### src/rtl/rr_ex_pipe_reg_if.sv
// ----------------------------------------------------------------------------
// rr_ex_pipe_reg_if
// Purpose : Bundles the RR->EX pipeline-register signals. The RR stage side
//           (master) drives the instruction fields and the EX control lines.
//           The pipeline register (slave) returns the PR3 contents and the
//           upstream freeze request.
// Signals :
//   I_RR, PC_RR, D1_RR, D2_RR [15:0]  RR instruction, PC and the two operands
//   B_RR                              RR bubble flag (1 = invalid slot)
//   Stall_EX, Flush_EX                EX hold request / EX kill request
//   I_15_0_PR3 [15:0], I_15_6_PR3 [9:0], PC_PR3, D1_PR3, D2_PR3 [15:0], B_PR3
//   Hold_RR                           freeze PC and all upstream registers
//   LU_Count [15:0]                   load-use bubble count, present only when
//                                     RR_EX_LU_STATS_EN is defined
// ----------------------------------------------------------------------------
interface rr_ex_pipe_reg_if;
    logic [15:0] I_RR;
    logic [15:0] PC_RR;
    logic [15:0] D1_RR;
    logic [15:0] D2_RR;
    logic        B_RR;
    logic        Stall_EX;
    logic        Flush_EX;

    logic [15:0] I_15_0_PR3;
    logic [9:0]  I_15_6_PR3;
    logic [15:0] PC_PR3;
    logic [15:0] D1_PR3;
    logic [15:0] D2_PR3;
    logic        B_PR3;
    logic        Hold_RR;
`ifdef RR_EX_LU_STATS_EN
    logic [15:0] LU_Count;

    modport master (
        output I_RR, PC_RR, D1_RR, D2_RR, B_RR, Stall_EX, Flush_EX,
        input  I_15_0_PR3, I_15_6_PR3, PC_PR3, D1_PR3, D2_PR3, B_PR3, Hold_RR,
               LU_Count
    );
    modport slave (
        input  I_RR, PC_RR, D1_RR, D2_RR, B_RR, Stall_EX, Flush_EX,
        output I_15_0_PR3, I_15_6_PR3, PC_PR3, D1_PR3, D2_PR3, B_PR3, Hold_RR,
               LU_Count
    );
`else
    modport master (
        output I_RR, PC_RR, D1_RR, D2_RR, B_RR, Stall_EX, Flush_EX,
        input  I_15_0_PR3, I_15_6_PR3, PC_PR3, D1_PR3, D2_PR3, B_PR3, Hold_RR
    );
    modport slave (
        input  I_RR, PC_RR, D1_RR, D2_RR, B_RR, Stall_EX, Flush_EX,
        output I_15_0_PR3, I_15_6_PR3, PC_PR3, D1_PR3, D2_PR3, B_PR3, Hold_RR
    );
`endif
endinterface

### src/rtl/rr_ex_pipe_reg.sv
// ----------------------------------------------------------------------------
// rr_ex_pipe_reg
// Purpose : The RR->EX pipeline register (PR3). It detects load-use hazards
//           and inserts exactly one bubble per hazard. When PR3 holds a load
//           whose destination is read by the RR instruction, PR3 receives a
//           bubble and upstream is frozen for one cycle. Each edge applies
//           these actions in priority order: flush, then stall, then hazard
//           bubble, then normal capture.
// Ports   :
//   clk   rising-edge clock
//   rst   asynchronous, active-high reset
//   bus   rr_ex_pipe_reg_if.slave (RR inputs in, PR3 contents and Hold_RR out)
// Option  : define RR_EX_LU_STATS_EN to add bus.LU_Count. This is a
//           saturating 16-bit count of the bubbles inserted for hazards.
// ----------------------------------------------------------------------------
module rr_ex_pipe_reg (
    input  logic             clk,
    input  logic             rst,
    rr_ex_pipe_reg_if.slave  bus
);
    typedef enum logic {
        RUN    = 1'b0,
        BUBBLE = 1'b1
    } state_t;

    localparam logic [3:0] OP_LW = 4'b0100;

    state_t      state_q, state_d;
    logic [15:0] i_q, pc_q, d1_q, d2_q;
    logic        b_q;

    logic [3:0]  rr_op;
    logic [2:0]  rr_ra, rr_rb, ld_dest;
    logic        reads_ra, reads_rb, pr3_is_load, hazard;

    // Hazard detection. Only the register fields that the RR opcode actually
    // reads are compared. Instructions such as LHI carry a register number in
    // [11:9] but do not read that register.
    always_comb begin
        rr_op       = bus.I_RR[15:12];
        rr_ra       = bus.I_RR[11:9];
        rr_rb       = bus.I_RR[8:6];
        ld_dest     = i_q[11:9];
        reads_ra    = rr_op inside {4'b0001, 4'b0000, 4'b0010,
                                    4'b0101, 4'b1000, 4'b1011};
        reads_rb    = rr_op inside {4'b0001, 4'b0010, 4'b0100,
                                    4'b0101, 4'b1000, 4'b1010};
        pr3_is_load = !b_q && (i_q[15:12] == OP_LW);
        // In BUBBLE the load has already been given its one bubble, so the
        // hazard is masked. The held PR3 fields would otherwise re-trigger it.
        hazard      = (state_q == RUN) && pr3_is_load && !bus.B_RR &&
                      ((reads_ra && (rr_ra == ld_dest)) ||
                       (reads_rb && (rr_rb == ld_dest)));
    end

    // NOTE: every signal written in this block gets a default first. A path
    //       that leaves a combinational output unassigned infers a latch.
    always_comb begin
        state_d = state_q;
        if (bus.Flush_EX)
            state_d = RUN;
        else if (bus.Stall_EX)
            state_d = state_q;
        else if (hazard)
            state_d = BUBBLE;
        else
            state_d = RUN;
    end

    // NOTE: sequential state uses non-blocking assignments only. Every
    //       register reads its pre-edge value regardless of process order.
    always_ff @(posedge clk or posedge rst) begin
        if (rst)
            state_q <= RUN;
        else
            state_q <= state_d;
    end

    // PR3 datapath. On a flush the fields are loaded but marked invalid.
    // On a hazard only the valid bit changes.
    always_ff @(posedge clk or posedge rst) begin
        if (rst) begin
            i_q  <= '0;
            pc_q <= '0;
            d1_q <= '0;
            d2_q <= '0;
            b_q  <= 1'b1;
        end else if (bus.Flush_EX) begin
            i_q  <= bus.I_RR;
            pc_q <= bus.PC_RR;
            d1_q <= bus.D1_RR;
            d2_q <= bus.D2_RR;
            b_q  <= 1'b1;
        end else if (bus.Stall_EX) begin
            b_q  <= b_q;
        end else if (hazard) begin
            b_q  <= 1'b1;
        end else begin
            i_q  <= bus.I_RR;
            pc_q <= bus.PC_RR;
            d1_q <= bus.D1_RR;
            d2_q <= bus.D2_RR;
            b_q  <= bus.B_RR;
        end
    end

    assign bus.I_15_0_PR3 = i_q;
    assign bus.I_15_6_PR3 = i_q[15:6];
    assign bus.PC_PR3     = pc_q;
    assign bus.D1_PR3     = d1_q;
    assign bus.D2_PR3     = d2_q;
    assign bus.B_PR3      = b_q;
    // A flush kills the hazard. The stall term keeps upstream frozen
    // whenever EX is held.
    assign bus.Hold_RR    = bus.Stall_EX || (hazard && !bus.Flush_EX);

`ifdef RR_EX_LU_STATS_EN
    logic [15:0] lu_q;
    logic        hazard_taken;

    assign hazard_taken = hazard && !bus.Flush_EX && !bus.Stall_EX;

    always_ff @(posedge clk or posedge rst) begin
        if (rst)
            lu_q <= '0;
        else if (hazard_taken && (lu_q != 16'hFFFF))
            lu_q <= lu_q + 16'd1;
    end

    assign bus.LU_Count = lu_q;
`endif

endmodule

### src/flat_wrapper.sv
// flat-port wrapper written by rule: the top's interface ports become plain ports
module rr_ex_pipe_reg_flat 
  (clk, rst, bus_I_RR, bus_PC_RR, bus_D1_RR, bus_D2_RR, bus_B_RR, bus_Stall_EX, bus_Flush_EX, bus_I_15_0_PR3, bus_I_15_6_PR3, bus_PC_PR3, bus_D1_PR3, bus_D2_PR3, bus_B_PR3, bus_Hold_RR);
  rr_ex_pipe_reg_if bus_i ();
  input  logic clk;
  input  logic rst;
  input wire logic [$bits(bus_i.I_RR)-1:0] bus_I_RR;
  input wire logic [$bits(bus_i.PC_RR)-1:0] bus_PC_RR;
  input wire logic [$bits(bus_i.D1_RR)-1:0] bus_D1_RR;
  input wire logic [$bits(bus_i.D2_RR)-1:0] bus_D2_RR;
  input wire logic [$bits(bus_i.B_RR)-1:0] bus_B_RR;
  input wire logic [$bits(bus_i.Stall_EX)-1:0] bus_Stall_EX;
  input wire logic [$bits(bus_i.Flush_EX)-1:0] bus_Flush_EX;
  output wire logic [$bits(bus_i.I_15_0_PR3)-1:0] bus_I_15_0_PR3;
  output wire logic [$bits(bus_i.I_15_6_PR3)-1:0] bus_I_15_6_PR3;
  output wire logic [$bits(bus_i.PC_PR3)-1:0] bus_PC_PR3;
  output wire logic [$bits(bus_i.D1_PR3)-1:0] bus_D1_PR3;
  output wire logic [$bits(bus_i.D2_PR3)-1:0] bus_D2_PR3;
  output wire logic [$bits(bus_i.B_PR3)-1:0] bus_B_PR3;
  output wire logic [$bits(bus_i.Hold_RR)-1:0] bus_Hold_RR;
  assign bus_i.I_RR = bus_I_RR;
  assign bus_i.PC_RR = bus_PC_RR;
  assign bus_i.D1_RR = bus_D1_RR;
  assign bus_i.D2_RR = bus_D2_RR;
  assign bus_i.B_RR = bus_B_RR;
  assign bus_i.Stall_EX = bus_Stall_EX;
  assign bus_i.Flush_EX = bus_Flush_EX;
  assign bus_I_15_0_PR3 = bus_i.I_15_0_PR3;
  assign bus_I_15_6_PR3 = bus_i.I_15_6_PR3;
  assign bus_PC_PR3 = bus_i.PC_PR3;
  assign bus_D1_PR3 = bus_i.D1_PR3;
  assign bus_D2_PR3 = bus_i.D2_PR3;
  assign bus_B_PR3 = bus_i.B_PR3;
  assign bus_Hold_RR = bus_i.Hold_RR;
  rr_ex_pipe_reg u_core (.clk(clk), .rst(rst), .bus(bus_i));
endmodule
### config.mk
export PLATFORM = sky130hd
export DESIGN_NAME = rr_ex_pipe_reg_flat
export DESIGN_NICKNAME = d
export VERILOG_FILES = /design/src/rtl/rr_ex_pipe_reg_if.sv /design/src/rtl/rr_ex_pipe_reg.sv /design/src/flat_wrapper.sv
export SDC_FILE = /design/constraint.sdc
export NUM_CORES = 1
export LEC_CHECK = 0
export CORE_UTILIZATION = 35
export CTS_CLUSTER_SIZE = 25
export DETAILED_ROUTE_END_ITERATION = 16
export PLACE_DENSITY = 0.65
export SYNTH_ARGS = -nofsm -noshare
export SYNTH_HDL_FRONTEND = slang
export SYNTH_SLANG_ARGS = --single-unit
### constraint.sdc
create_clock -name clk -period 4.5 [get_ports clk]
set_clock_uncertainty 0.2 [all_clocks]
set_input_delay 0.45 -clock clk [delete_from_list [all_inputs] [get_ports clk]]
set_output_delay 0.45 -clock clk [all_outputs]
set_load 0.1 [all_outputs]
; ---- After elaboration in Yosys (flattened, before gate mapping)
; Cells that the tools add are included.
[op_classes]
add_sub_neg = 0
mul = 0
div_mod_pow = 0
magnitude_cmp = 0
n_eq_ne = 12
n_shift = 0
muxes = 18
n_bitwise = 1
n_reduce_logical = 16
[ops]
columns = cell, n
row1 = 16-bit two-way mux, 12
row2 = 4-bit by 3-bit == test with 1-bit output (second input constant), 3
row3 = 4-bit == test (second input constant), 3
row4 = 6-bit nonzero test, 2
row5 = 1-bit logical AND, 7
row6 = 3-bit == test, 2
row7 = 1-bit two-way mux, 6
row8 = 4-bit by 1-bit == test with 1-bit output (second input constant), 1
row9 = 4-bit by 2-bit == test with 1-bit output (second input constant), 1
row10 = 4-bit zero test, 1
row11 = 1-bit zero test, 3
row12 = 1-bit logical OR, 2
row13 = 2-bit by 1-bit != test with 1-bit output (second input constant), 1
row14 = 2-bit != test (second input constant), 1
row15 = 2-bit AND reduction, 1
row16 = 1-bit NOT, 1
[totals]
reg_bits = 66
latchBits = 0
mem_bits_rw = 0
romBits = 0
output_inout_bits = 76
word_cells = 53
mem_count = 0

; ---- Depth between registers and ports, before layout
; Gate-level depths: netlist of run 1.
[logic_depth]
depth_word = 8
depth_mapped = 9

; ---- Worst setup path before layout of run 1
; OpenSTA, ideal clock, no wires.
[synth_timing]
path_kind = register to output
start = reg u_core.i_q[10], in the netlist u_core.bus.I_15_0_PR3[10]
end = out bus_Hold_RR
arrival_time_ns = 2.953
required_ns = 3.850
setup_slack_ns = 0.897
stages_incl_launch_ff = 7
path_buffers = 1
path_cell_list = dfrtp_1 xor2_1 or4_1 a21oi_4 buf_6 or3_1 a21o_1
[synth_between]
elab_chain_len = 6
[synth_lines]
columns = item, line_no
row1 = start: declaration, rr_ex_pipe_reg.sv:29  ; logic [15:0] i_q, pc_q, d1_q, d2_q;
row2 = start signal: assignment, rr_ex_pipe_reg.sv:89  ; i_q <= bus.I_RR;
row3 = start signal: assignment, rr_ex_pipe_reg.sv:99  ; i_q <= bus.I_RR;
row4 = 3-bit == test (on tied branches), "rr_ex_pipe_reg.sv:52, rr_ex_pipe_reg.sv:53"
row5 = 1-bit logical AND (on tied branches), "rr_ex_pipe_reg.sv:52, rr_ex_pipe_reg.sv:53"
row6 = 1-bit logical OR (*), rr_ex_pipe_reg.sv:52  ; ((reads_ra && (rr_ra == ld_dest)) ||
row7 = 1-bit logical AND (*), rr_ex_pipe_reg.sv:51  ; hazard = (state_q == RUN) && pr3_is_load && !bus.B_RR &&
row8 = 1-bit logical AND (*), rr_ex_pipe_reg.sv:115  ; assign bus.Hold_RR = bus.Stall_EX || (hazard && !bus.Flush_EX);
row9 = 1-bit logical OR (*), rr_ex_pipe_reg.sv:115
row10 = end: declaration, flat_wrapper.sv:20  ; output wire logic [$bits(bus_i.Hold_RR)-1:0] bus_Hold_RR;
; Every way passes the cells marked *; elsewhere a longest branch is shown, timed or not.

; ---- Worst setup path after layout of run 1
[layout_timing]
start = in bus_I_RR[13]
end = out bus_Hold_RR
[layout_between]
elab_chain_len = 7
[layout_lines]
columns = item, line_no
row1 = start: declaration, flat_wrapper.sv:7  ; input wire logic [$bits(bus_i.I_RR)-1:0] bus_I_RR;
row2 = "4-bit by 1-bit == test with 1-bit output, or another cell as far along", "rr_ex_pipe_reg.sv:44, rr_ex_pipe_reg.sv:46"
row3 = 6-bit nonzero test (on tied branches), "rr_ex_pipe_reg.sv:44, rr_ex_pipe_reg.sv:46"
row4 = 1-bit logical AND (on tied branches), "rr_ex_pipe_reg.sv:52, rr_ex_pipe_reg.sv:53"
row5 = 1-bit logical OR (*), rr_ex_pipe_reg.sv:52
row6 = 1-bit logical AND (*), rr_ex_pipe_reg.sv:51
row7 = 1-bit logical AND (*), rr_ex_pipe_reg.sv:115
row8 = 1-bit logical OR (*), rr_ex_pipe_reg.sv:115
; Marks and branches as above.

==> results.py, run 1 <==
metrics = {
    "final_layout": {
        "final_cell_mix": "clkdlybuf4s50_1 (143), nand2_1 (125), dfrtp_1 (65), or4_1 (62), o21ai_0 (62)",
        "antenna-diode-count": 0,
        "layout.cells.non_filler": 880,
        "fin_util_pct": 48.1,
        "drive_gt1_share_pct": 4.83,
        "mostFrequentLayoutCell": "clkdlybuf4s50_1",
        "nets": 768,
        "area_growth_pct": 33.3,
    },
    "drt": {
        "first_pass_iters": 5,
        "drt-initial-drc-count": 480,
        "drtAntennaViolNets": 0,
        "drt-wirelength-per-cell_um": 17.5,
        "vias": 5292,
        "drt-total-wl_um": 15400,
        "routed_via_density": 6.01,
        "drc_errors": 0,
    },
    "grt": {
        "grt_pass1_wl_um": 24900,
        "grt_max_degree": 123,
        "antenna_found_initial": 0,
        "grt-ovfl-total": 0,
        "track_usage_pct": 21.6,
        "first_global_vias": 4930,
    },
    "cts": {
        "cts_sinks": 66,
        "cts_buffer_depth": 2,
        "cts_tree": "yes",
        "cts.clk_slew.worst_paths_ps": 50,
        "numCtsBuffers": 9,
        "h-tree-depth": 3,
        "cts_hold_buf": 0,
        "cts_setup_buffers": 0,
        "cts-root-buf": "clkbuf_16",
        "clock_latency_ps": 330,
        "cts_resized": 0,
    },
    "synth": {
        "yosysTopAreaCell": "dfrtp_1",
        "avgSynthCellArea_sq_um": 7.76,
        "yosysWarnings": 0,
        "syn_inst": 618,
        "ys_ff_latch": 66,
        "syn_area_sq_um": 4800,
        "ys_seq_area_share_pct": 34.5,
        "synth_top_area_share_pct": 33.9,
        "synth.distinct_cells": 36,
        "syn_nets": 687,
        "synth_top_cells_by_area": "dfrtp_1 (34%), nand2_1 (9.8%), or4_1 (9.7%), o211ai_1 (9.4%), a31oi_1 (8.0%)",
    },
    "pwr": {
        "power.internal_mw": 1.35,
        "clockPowerShare_pct": 27.3,
        "power_per_cell_area_nw_per_um2": 389,
        "power.share.switching_pct": 45.5,
        "leakagePower_nw": 2.43,
        "vdd_drop_max_v": 0.000178,
        "seq_power_share_pct": 29.9,
        "p_sw_mw": 1.13,
        "pwr-share-comb_pct": 42.8,
    },
    "sta": {
        "finalCritPeriodShare_pct": 79.1,
        "setup_viol": 0,
        "setup_slack_ps": 940,
        "fmax_ghz": 0.281,
        "finalSetupTns_ps": 0,
        "finalHoldViolCount": 0,
        "relSlewSlack_pct": 30.7,
        "tightest_slew_ps": 1040,
        "rsz0062_at_grt": "no",
        "finalMaxSlewViolations": 0,
        "period_minus_slack_ps": 3560,
    },
    "setup_path": {
        "cp.arrival_ps": 2910,
        "crit_type": "in2out",
        "r2r_start": "u_core.bus.I_15_0_PR3[9]",
        "ff2ff_path_depth": 6,
        "r2r_slack_ps": 1590,
        "cp-end-kind": "output port",
        "r2r_end": "u_core.bus.I_15_0_PR3[1]",
        "startpoint_type": "input port",
        "critical_path_required_ps": 3850,
        "cp_max_fo": 42,
    },
    "die": {
        "start_util_pct": 36.1,
        "die_h_um": 119,
        "io_pins": 145,
        "dieArea_sq_um": 14200,
        "rows": 42,
        "die_x_um": 119,
        "core_area_sq_um": 13300,
    },
    "status": {
        "status": "completed",
    },
    "worst_hold_path": {
        "worstHoldPathCells": 2,
        "holdPathEnd": "u_core.bus.B_PR3",
        "hp-start": "u_core.bus.B_PR3",
        "hold_path_class": "reg2reg",
    },
    "place": {
        "port_buffers": 144,
        "dp.cells": 864,
        "dpl.hpwl_um": 9480,
        "routabilityCongestion": 0.761,
        "dp_slack_ps": 895,
    },
    "run": {
        "max_cap_violations": 0,
    },
}
-- state kept, by name (all words and copies together), names as in the netlist --
name / flops
u_core.bus.I_15_0_PR3: 16
u_core.state_q: 1
u_core.bus.D2_PR3: 16
u_core.bus.B_PR3: 1
u_core.bus.PC_PR3: 16
u_core.bus.D1_PR3: 16
-- through the flow --
step,hold slack [ps],power (mW),cell area [sq um]
floorplan,381,1.53,4800
finish,316,2.48,6390
global route,364,2.58,6390
detailed placement,306,1.81,6110
global placement,302,1.79,6110
CTS,316,2.50,6390
-- worst max-delay path by stage --
stage | slack (ps) | startpoint | end | cells past startpoint
after detailed placement | 890 | bus_I_RR[12] | u_core.bus.PC_PR3[11] | 7
after CTS | 980 | bus_I_RR[12] | bus_Hold_RR | 7
after floorplan | 900 | u_core.bus.I_15_0_PR3[10] | bus_Hold_RR | 6
final | 940 | bus_I_RR[13] | bus_Hold_RR | 7
after global routing | 830 | bus_I_RR[12] | bus_Hold_RR | 7
after global placement | 1000 | bus_I_RR[13] | u_core.bus.D2_PR3[10] | 7
-- cell families after synthesis --
group	share of synthesized area, %
AOI/OAI and AO/OA	25.6
xor gates and xnor gates	1.10
buffers and inverters	10.3
DFF	34.5
muxes	0.209
and+or+nand+nor	28.3
-- critical path, cell delays in order --
cell and delay [ps]:
clkdlybuf4s50_1 510, or3b_1 420, a2111oi_0 460, or2_4 470, or3_1 220, a21o_1 180, buf_12 180
-- Yosys cell counts (all sizes together) --
| master | n |
|---|---|
| a2111oi | 2 |
| a21o | 1 |
| a21oi | 2 |
| a221oi | 1 |
| a31oi | 61 |
| a32o | 1 |
| and2 | 1 |
| and3 | 1 |
| and4b | 1 |
| buf | 43 |
| clkbuf | 42 |
| dfrtp | 65 |
| dfstp | 1 |
| inv | 1 |
| mux2i | 1 |
| nand2 | 125 |
| nand2b | 3 |
| nand3 | 60 |
| nor2 | 3 |
| nor2b | 2 |
| nor3 | 1 |
| nor4 | 2 |
| nor4b | 1 |
| o211ai | 60 |
| o21a | 2 |
| o21ai | 62 |
| o31ai | 1 |
| or2 | 1 |
| or3 | 1 |
| or3b | 2 |
| or4 | 62 |
| xor2 | 6 |
-- layer usage --
| layer | part of all wire [%] | wire, um | GRT usage (%) | vias up |
|---|---|---|---|---|
| li1 | - | - | - | 2494 |
| met1 | 43 | 6600 | 27.7 | 2575 |
| met2 | 49 | 7580 | 36.4 | 206 |
| met3 | 6.2 | 953 | 4.36 | 17 |
| met4 | 1.5 | 227 | 6.80 | 0 |
| met5 | 0 | 0 | 0 | - |
-- power by group through the flow --
stage,Combinational (mW),Sequential [mW],Clock [mW]
2_1_floorplan,0.314,1.22,0
6_report,1.06,0.743,0.678
4_1_cts,1.07,0.742,0.691
3_5_place_dp,1.06,0.750,0
3_3_place_gp,1.05,0.745,0
5_1_grt,1.11,0.753,0.720
-- cell type report --
type	count	area, sq um
Fill cell	1319	6900
Multi-Input combinational cell	466	2670
Sequential cell	66	1650
Timing Repair Buffer	155	1560
Clock buffer	14	274
Tap cell	176	220
Clock inverter	2	10.0
Inverter	1	3.75
No activity file was read; power rests on OpenSTA's default activity.
==> inputs of run 2 (changes only) <==
--- a/config.mk
+++ b/config.mk
@@ -8,7 +8,7 @@
 export CORE_UTILIZATION = 35
 export CTS_CLUSTER_SIZE = 25
 export DETAILED_ROUTE_END_ITERATION = 16
-export PLACE_DENSITY = 0.65
+export PLACE_DENSITY = 0.67
 export SYNTH_ARGS = -nofsm -noshare
 export SYNTH_HDL_FRONTEND = slang
 export SYNTH_SLANG_ARGS = --single-unit
==> constraint.sdc (replaced) <==
create_clock -name clk -period 2.87 [get_ports clk]
set_clock_uncertainty 0.2 [all_clocks]
set_input_delay 0.287 -clock clk [delete_from_list [all_inputs] [get_ports clk]]
set_output_delay 0.287 -clock clk [all_outputs]
set_load 0.1 [all_outputs]
==> run 2 against run 1 <==
Net effect:
- sequential share of layout area increased by 0.36 points
- global-route usage decreased by 1.1 points
- critical path depth decreased by 1
- die area unchanged
- final cell count increased by 0.34%
- first-iteration DRC count decreased by 7.3%
- design area decreased by 1.1%
- via count decreased by 1.2%
- setup slack got worse by 820 ps
- critical path type is now reg2out
- largest power group unchanged
==> results.py, run 2 (synthesized netlist as in run 1, its figures left out) <==
metrics = {
    "drt": {
        "routed_via_density": 5.92,
        "first_pass_iters": 4,
        "drt-initial-drc-count": 445,
        "drt-wirelength-per-cell_um": 16.7,
        "vias": 5226,
        "drtAntennaViolNets": 0,
        "drc_errors": 0,
        "drt-total-wl_um": 14700,
    },
    "setup_path": {
        "cp.arrival_ps": 2270,
        "cp_slowest_cell": "or4_1",
        "r2r_start": "u_core.bus.I_15_0_PR3[10]",
        "critical_path_required_ps": 2380,
        "cp-end-kind": "output port",
        "crit_chain": "xor2_2, or4_1, a21oi_4, or3_4, a21o_4, buf_12",
        "startpoint_type": "register",
        "cp_slowest_stage_delay_ps": 590,
        "r2r_slack_ps": 310,
        "cp_max_fo": 7,
        "crit_type": "reg2out",
        "ff2ff_path_depth": 6,
        "r2r_end": "u_core.bus.PC_PR3[10]",
    },
    "die": {
        "rows": 42,
        "die_x_um": 119,
        "dieArea_sq_um": 14200,
        "die_h_um": 119,
        "start_util_pct": 36.1,
        "core_area_sq_um": 13300,
        "io_pins": 145,
    },
    "final_layout": {
        "antenna-diode-count": 0,
        "nets": 771,
        "area_growth_pct": 31.8,
        "fin_util_pct": 47.6,
        "final_cell_mix": "nand2_1 (125), buf_4 (81), clkdlybuf4s50_1 (68), or4_1 (62), o21ai_0 (62)",
        "mostFrequentLayoutCell": "nand2_1",
        "post-route-cell-area_sq_um": 6320,
        "drive_gt1_share_pct": 17.0,
        "nFillCells": 1276,
    },
    "cts": {
        "cts.clk_slew.worst_paths_ps": 60,
        "cts_resized": 0,
        "cts_buffer_depth": 2,
        "numCtsBuffers": 9,
        "cts_tree": "yes",
        "cts_setup_buffers": 0,
        "clock_latency_ps": 330,
        "h-tree-depth": 3,
        "cts_hold_buf": 0,
        "cts-root-buf": "clkbuf_16",
        "cts_sinks": 66,
    },
    "place": {
        "routabilityCongestion": 0.814,
        "port_buffers": 144,
        "dpl-instance-area_sq_um": 6030,
        "dpl.hpwl_um": 8750,
        "dp_slack_ps": 82.3,
    },
    "pwr": {
        "power.share.switching_pct": 46.3,
        "power_per_cell_area_nw_per_um2": 604,
        "p_sw_mw": 1.77,
        "clockPowerShare_pct": 26.4,
        "power.internal_mw": 2.05,
        "seq_power_share_pct": 30.6,
        "vdd_drop_max_v": 0.000268,
        "pwr-share-comb_pct": 43.0,
        "leakagePower_nw": 2.50,
    },
    "worst_hold_path": {
        "hold_path_class": "in2async",
    },
    "sta": {
        "rsz0062_at_grt": "no",
        "finalCritPeriodShare_pct": 95.9,
        "period_minus_slack_ps": 2750,
        "relSlewSlack_pct": 58.7,
        "finalHoldViolCount": 0,
        "fmax_ghz": 0.363,
        "setup_slack_ps": 117,
        "tightest_slew_ps": 618,
        "finalMaxSlewViolations": 0,
        "finalSetupTns_ps": 0,
        "finalHoldWorstSlack_ps": 155,
        "setup_viol": 0,
    },
    "grt": {
        "antenna_found_initial": 0,
        "track_usage_pct": 20.6,
        "grt_pass1_wl_um": 24100,
        "first_global_vias": 4915,
        "grt-ovfl-total": 0,
        "grt_max_degree": 123,
    },
    "run": {
        "max_cap_violations": 0,
    },
    "status": {
        "status": "completed",
    },
}
-- run 2: changes by cell type in the layout (fill, tap and decap cells not counted), moves of 4 or more --
cell,before,now
buf_12,3,9
buf_4,9,81
clkdlybuf4s50_1,143,68
dfrtp_1,65,61
dfrtp_2,0,4
-- run 2: through the flow --
stage | total power [mW] | cells
2_1_floorplan | 2.41 | 618
3_3_place_gp | 2.78 | 867
3_5_place_dp | 2.82 | 867
6_report | 3.82 | 883
4_1_cts | 3.84 | 883
5_1_grt | 3.97 | 883
-- run 2: power by group through the flow --
stage / Sequential [mW] / Combinational, mW / Clock (mW)
3_5_place_dp: 1.18 / 1.64 / 0
5_1_grt: 1.19 / 1.72 / 1.07
6_report: 1.17 / 1.64 / 1.01
4_1_cts: 1.17 / 1.64 / 1.04
3_3_place_gp: 1.17 / 1.61 / 0
2_1_floorplan: 1.91 / 0.494 / 0
-- run 2: layout make-up --
cell class / instances / area (sq um) / share of cell area (%)
multi-input combinational: 466 / 2710 / 42.8
timing repair buffer: 158 / 1470 / 23.2
sequential: 66 / 1660 / 26.2
inverter: 1 / 3.75 / 0.0594
tap: 176 / 220 / 3.48
clock inverter: 3 / 15.0 / 0.237
clock buffer: 13 / 250 / 3.96
-- run 2: worst max-delay path by stage --
stage                                   start     endpoint  slack [ps]
floorplan           u_core.bus.I_15_0_PR3[10]  bus_Hold_RR         120
detailed placement                bus_I_RR[9]  bus_Hold_RR          80
global placement                 bus_I_RR[13]  bus_Hold_RR          50
global route         u_core.bus.I_15_0_PR3[9]  bus_Hold_RR          50
CTS                 u_core.bus.I_15_0_PR3[10]  bus_Hold_RR          20
finish              u_core.bus.I_15_0_PR3[10]  bus_Hold_RR         120
-- run 2: layer usage --
| metal | vias to the layer above | track usage (%) | part of all wire [%] | wire [um] |
|---|---|---|---|---|
| li1 | 2500 | - | - | - |
| met1 | 2540 | 27.4 | 45 | 6550 |
| met2 | 169 | 33.4 | 49 | 7170 |
| met3 | 17 | 4.07 | 5.3 | 778 |
| met4 | 0 | 6.49 | 1.4 | 209 |
| met5 | - | 0 | 0 | 0 |
-- run 2: critical path: cells and delay by family (launching register included) --
family | cells | cell delay [ps]
compound gates | 2 | 320
xor+xnor | 1 | 210
simple gates | 2 | 760
flops | 1 | 480
buf+inv | 1 | 160
==> inputs of run 3 (changes only) <==
--- a/config.mk
+++ b/config.mk
@@ -5,6 +5,7 @@
 export SDC_FILE = /design/constraint.sdc
 export NUM_CORES = 1
 export LEC_CHECK = 0
+export CAP_MARGIN = 20
 export CORE_UTILIZATION = 35
 export CTS_CLUSTER_SIZE = 25
 export DETAILED_ROUTE_END_ITERATION = 16
==> results of run 3 <==
Same layout as run 2: the final DEF is identical, and so are final timing and power.
